`config.mk`:
```
export PLATFORM = sky130hd
export DESIGN_NAME = stencil_fill_arbiter
export DESIGN_NICKNAME = d
export VERILOG_FILES = /design/src/rtl/stencil_fill_arbiter.sv
export SDC_FILE = /design/constraint.sdc
export NUM_CORES = 1
export LEC_CHECK = 0
export CAP_MARGIN = 5
export CORE_AREA = 2 2 127 92
export CTS_CLUSTER_SIZE = 12
export DETAILED_ROUTE_END_ITERATION = 12
export DIE_AREA = 0 0 129 94
export REMOVE_ABC_BUFFERS = 1
export SYNTH_ARGS = -nofsm -noshare
export SYNTH_HDL_FRONTEND = slang
export SYNTH_SLANG_ARGS = --single-unit
export TNS_END_PERCENT = 5
```
`constraint.sdc`:
```
create_clock -name clk -period 4.2 [get_ports clk]
set_input_delay 0.84 -clock clk [delete_from_list [all_inputs] [get_ports clk]]
set_output_delay 0.84 -clock clk [all_outputs]
set_load 0.1 [all_outputs]
```
`src/rtl/stencil_fill_arbiter.sv`:
```
// Stencil fill arbiter: sequences a full-mode block fill into the stencil
// cache while sharing the cache ports with the rasterizer.  The rasterizer
// normally wins every cycle it is active; fill writes use the idle cycles.
// Optional build macro STENCIL_FILL_STARVE_GUARD_EN adds a starvation guard
// that steals one raster cycle after 15 consecutive raster-won FILL cycles.
module stencil_fill_arbiter (
    input  logic        clk,
    input  logic        i_nrst,
    input  logic        i_fillReq,
    input  logic [14:0] i_fillStartAdr,
    input  logic [15:0] i_fillCount,
    input  logic [15:0] i_fillValue,
    output logic        o_fillBusy,
    output logic        o_fillDone,
    input  logic        i_rasWriteSig,
    input  logic [14:0] i_rasWriteAdr,
    input  logic [2:0]  i_rasWritePair,
    input  logic [1:0]  i_rasWriteSelect,
    input  logic [1:0]  i_rasWriteValue,
    input  logic        i_rasReadSig,
    input  logic [14:0] i_rasReadAdr,
    input  logic [2:0]  i_rasReadPair,
    input  logic [1:0]  i_rasReadSelect,
    output logic        o_rasStall,
    output logic        o_fullMode,
    output logic [15:0] o_writeValue16,
    output logic [15:0] o_writeMask16,
    output logic        o_stencilWriteSig,
    output logic [14:0] o_stencilWriteAdr,
    output logic [2:0]  o_stencilWritePair,
    output logic [1:0]  o_stencilWriteSelect,
    output logic [1:0]  o_stencilWriteValue,
    output logic        o_stencilReadSig,
    output logic [14:0] o_stencilReadAdr,
    output logic [2:0]  o_stencilReadPair,
    output logic [1:0]  o_stencilReadSelect
);

    typedef enum logic [1:0] {IDLE, FILL, DONE} state_t;

    state_t      state;
    state_t      stateNext;
    logic [14:0] fillPtr;
    logic [15:0] fillRemain;
    logic [15:0] fillVal;
    logic        rasCycle;
    logic        forceFill;
    logic        fillWrite;
    logic        fillAccept;

    assign rasCycle   = i_rasWriteSig | i_rasReadSig;
    assign fillAccept = (state == IDLE) && i_fillReq && (i_fillCount != '0);

`ifdef STENCIL_FILL_STARVE_GUARD_EN
    logic [3:0] starveCnt;

    // Once 15 raster cycles in a row have beaten the fill, the next one is stolen.
    assign forceFill = (state == FILL) && rasCycle && (starveCnt == 4'd15);

    // Count consecutive raster-won FILL cycles; any fill write restarts the count.
    always_ff @(posedge clk or negedge i_nrst) begin
        if (!i_nrst)
            starveCnt <= '0;
        else if (fillWrite)
            starveCnt <= '0;
        else if ((state == FILL) && rasCycle && (starveCnt != 4'd15))
            starveCnt <= starveCnt + 4'd1;
    end
`else
    assign forceFill = 1'b0;
`endif

    assign fillWrite  = (state == FILL) && (!rasCycle || forceFill);
    assign o_rasStall = forceFill;
    assign o_fillBusy = (state == FILL);
    assign o_fillDone = (state == DONE);

    // State register.
    always_ff @(posedge clk or negedge i_nrst) begin
        if (!i_nrst)
            state <= IDLE;
        else
            state <= stateNext;
    end

    // Next-state: a zero-count request goes straight to DONE without writing.
    always_comb begin
        stateNext = state;
        case (state)
            IDLE: if (i_fillReq) stateNext = (i_fillCount != '0) ? FILL : DONE;
            FILL: if (fillWrite && (fillRemain == 16'd1)) stateNext = DONE;
            DONE: stateNext = IDLE;
            default: stateNext = IDLE;
        endcase
    end

    // Fill pointer, remaining count and latched fill pattern.
    always_ff @(posedge clk or negedge i_nrst) begin
        if (!i_nrst) begin
            fillPtr    <= '0;
            fillRemain <= '0;
            fillVal    <= '0;
        end else if (fillAccept) begin
            fillPtr    <= i_fillStartAdr;
            fillRemain <= i_fillCount;
            fillVal    <= i_fillValue;
        end else if (fillWrite) begin
            fillPtr    <= fillPtr + 15'd1;
            fillRemain <= fillRemain - 16'd1;
        end
    end

    // Cache port mux: raster passes through unless this is a fill-write cycle.
    always_comb begin
        o_fullMode           = 1'b0;
        o_writeValue16       = '0;
        o_writeMask16        = '0;
        o_stencilWriteSig    = i_rasWriteSig;
        o_stencilWriteAdr    = i_rasWriteAdr;
        o_stencilWritePair   = i_rasWritePair;
        o_stencilWriteSelect = i_rasWriteSelect;
        o_stencilWriteValue  = i_rasWriteValue;
        o_stencilReadSig     = i_rasReadSig;
        o_stencilReadAdr     = i_rasReadAdr;
        o_stencilReadPair    = i_rasReadPair;
        o_stencilReadSelect  = i_rasReadSelect;
        if (fillWrite) begin
            o_fullMode           = 1'b1;
            o_writeValue16       = fillVal;
            o_writeMask16        = '1;
            o_stencilWriteSig    = 1'b1;
            o_stencilWriteAdr    = fillPtr;
            o_stencilWritePair   = '0;
            o_stencilWriteSelect = '0;
            o_stencilWriteValue  = '0;
            o_stencilReadSig     = 1'b0;
            o_stencilReadAdr     = '0;
            o_stencilReadPair    = '0;
            o_stencilReadSelect  = '0;
        end
    end

endmodule

```
==> run metrics <==
First-pass DRT Iterations=4; peak supply drop=0.0002736 V; worst setup path startpoint=i_rasWriteSig; Slew headroom=0.3345; IO buf count=approximately 170; Routed WL per cell=around 16 um; sequential area share after synthesis=0.3821; DRC=0; final WL=~11,000 um; Synth async-reset ratio=1.000; Yosys warnings=0; Hold Vio Cnt, Final=0; commonest non-fill, non-tap cell in the layout=clkdlybuf4s50_1; H-tree depth=2; Achievable Freq=266.9 MHz; global-route wire length before repair=between 15,000 and 20,000 um; CP Cell Sequence=clkdlybuf4s50_1 > or4b_2 > buf_4 > o21ai_0 > buf_12; Synth Flop Type=dfrtp_1; Post-CTS Resized=0; effective utilization at floorplan=0.2958; CTS Sinks=49; buffer and inverter count on the worst path=3; CP Launch Type=input pin; routability cong.=between 0.8 and 0.9; Max FO, Critical Path=60; flops & latches, synth=a little under 50; status=complete, no violations; Vias/cell=between 5 and 6; Antenna diodes=0; Slew @ Worst Pin=995.8 ps; crit end category=output pin; TritonCTS clock tree=built; final setup skew=slightly above 6 ps; final worst-path cycle share=0.8919; Setup Viol. Count Final=0; Setup Buffers After CTS=0; Die Y=around 94 um; Rows=32; largest net degree at the start of global routing=~60; Crit. path cell count=5; WHS Path Cells=1; hold crit path type=reg2reg; Syn-to-layout area delta=83.70%; GR Util All Layers=0.1832; WS Path Type=in2out; Clock Path Buffers=2; Layout fillers=roughly 970; fin crit period=between 3000 and 4000 ps; core area=roughly 11,000 um^2; Final WS setup=~450 ps; 1st-iter DRT viols=around 130; Post-Syn Area=approximately 3200 um^2; hpwl dp=~8300 um; I/O pin count=174; # Max-Cap Violations=0; synth unique cells=48; R2R Path End=fillPtr[14]; vias in the first global route=about 3,400; WP data arrival=~2900 ps; worst hold margin=500.5 ps; Nets=slightly above 600; Critical Path RT=3360 ps; reg2reg path depth=5; die width=around 130 um; Mean Syn Cell Area=~8.7 um^2; GR Overflow Total=0; CP endpoint=o_stencilWriteAdr[9]; reg-to-reg setup timing slack=~1300 ps; leakage=2.375 nW; DIE AREA=~12,000 um^2; CP max stage delay=680 ps; CP max-delay cell=or4b_2; clock transition at the registers of the reported paths=60 ps; RSZ-0062 raised after global routing=no; Synth Instances=around 370; root buffer cell=clkbuf_16; via count=about 3,400; worst skew pair latency=between 200 and 300 ps; max-slew violations=0; number of synthesized flops with an enable pin=0; Cell Pwr Density=around 500 nW/um^2; Routed Antenna Nets=0; crit-path leading delay family=buffers and inverters; r2r startpoint=state[1]; most frequent cells in the layout=clkdlybuf4s50_1 (94), buf_12 (76), nand2_1 (52); hold buffers post-CTS=0; pre-CTS WS=about 420 ps; share of cells above drive strength 1=0.2287; total CTS buffers=5; initial antenna violation count=0
==> worst reg2reg max path: cells and delay by family, from the launching register on <==
kind	cells	cell delay (ps)
AND/OR/NAND/NOR	3	1850
flip-flops	1	440
buffers and inverters	1	320
AO/OA/AOI/OAI	1	170
==> kinds of logic (layout without fill, tap and decap cells) <==
logic type | Yosys count | in the layout | synth area share
compound gates | 65 | 65 | 0.1513
xor+xnor | 2 | 2 | 0.005459
fa+ha+maj | 3 | 3 | 0.01170
buf+inv | 54 | 199 | 0.08421
flops | 49 | 49 | 0.3821
mux | 18 | 18 | 0.06238
other cells | 1 | 1 | 0.001168
simple gates | 179 | 179 | 0.3018
==> Yosys cell counts (8+ instances only) <==
cell	n	area (um^2)
clkbuf_1	23	86.33
nand2_1	52	195.2
o21ai_0	15	75.07
nand3_1	21	105.1
mux2_2	16	180.2
and2_1	44	275.3
nor4_1	8	50.05
dfrtp_1	49	1226
inv_1	10	37.54
nor3_1	8	40.04
o211ai_1	9	67.56
a221o_1	10	100.1
buf_4	17	127.6
nand4_1	10	62.56
==> worst min-delay path by stage <==
stage	endpoint	start
detailed placement	fillVal[2]	fillVal[2]
CTS	fillVal[0]	fillVal[0]
global route	fillVal[0]	fillVal[0]
finish	fillVal[14]	fillVal[14]
floorplan	state[1]	state[1]
global placement	fillVal[0]	fillVal[0]
==> report_power, final <==
group / internal (mW) / leakage, nW / switching [mW]
sequential: 0.690 / 0.584 / 0.216
combinational: 0.629 / 1.71 / 0.923
clock: 0.298 / 0.0841 / 0.176
==> state kept, by name (all words and copies together), names as in the netlist <==
| register | cells |
|---|---|
| fillPtr | 15 |
| fillRemain | 16 |
| fillVal | 16 |
| state | 2 |
==> per-stage QoR <==
step / cell area, um^2 / utilization / std cells / TNS, ps / total power [mW]
after floorplan: 2977 / - / 327 / -701320 / 1.863
after global placement: 5723 / 0.5274 / 661 / 0 / 2.429
after detailed placement: 5723 / 0.5274 / 661 / 0 / 2.463
after CTS: 5896 / 0.5434 / 669 / 0 / 2.949
after global routing: 5896 / 0.5434 / 669 / 0 / 3.093
final: 5896 / 0.5434 / 669 / 0 / 2.932
==> area by class of cell <==
cell class                 count  area (um^2)  share of cell area
inverter                      10        37.54            0.006367
clock inverter                 1        30.03            0.005093
tap                          153        191.4             0.03247
clock buffer                   7        142.6             0.02419
sequential                    49         1226              0.2080
multi-input combinational    268         1725              0.2927
timing repair buffer         181         2542              0.4312
==> layer usage <==
layer / wire length, um / global-route usage
met2: 4862 / 0.2844
met3: 1256 / 0.06948
met1: 4810 / 0.2418
met4: 74 / 0.04257
met5: 0 / 0
(Power assumes the default switching activity.)
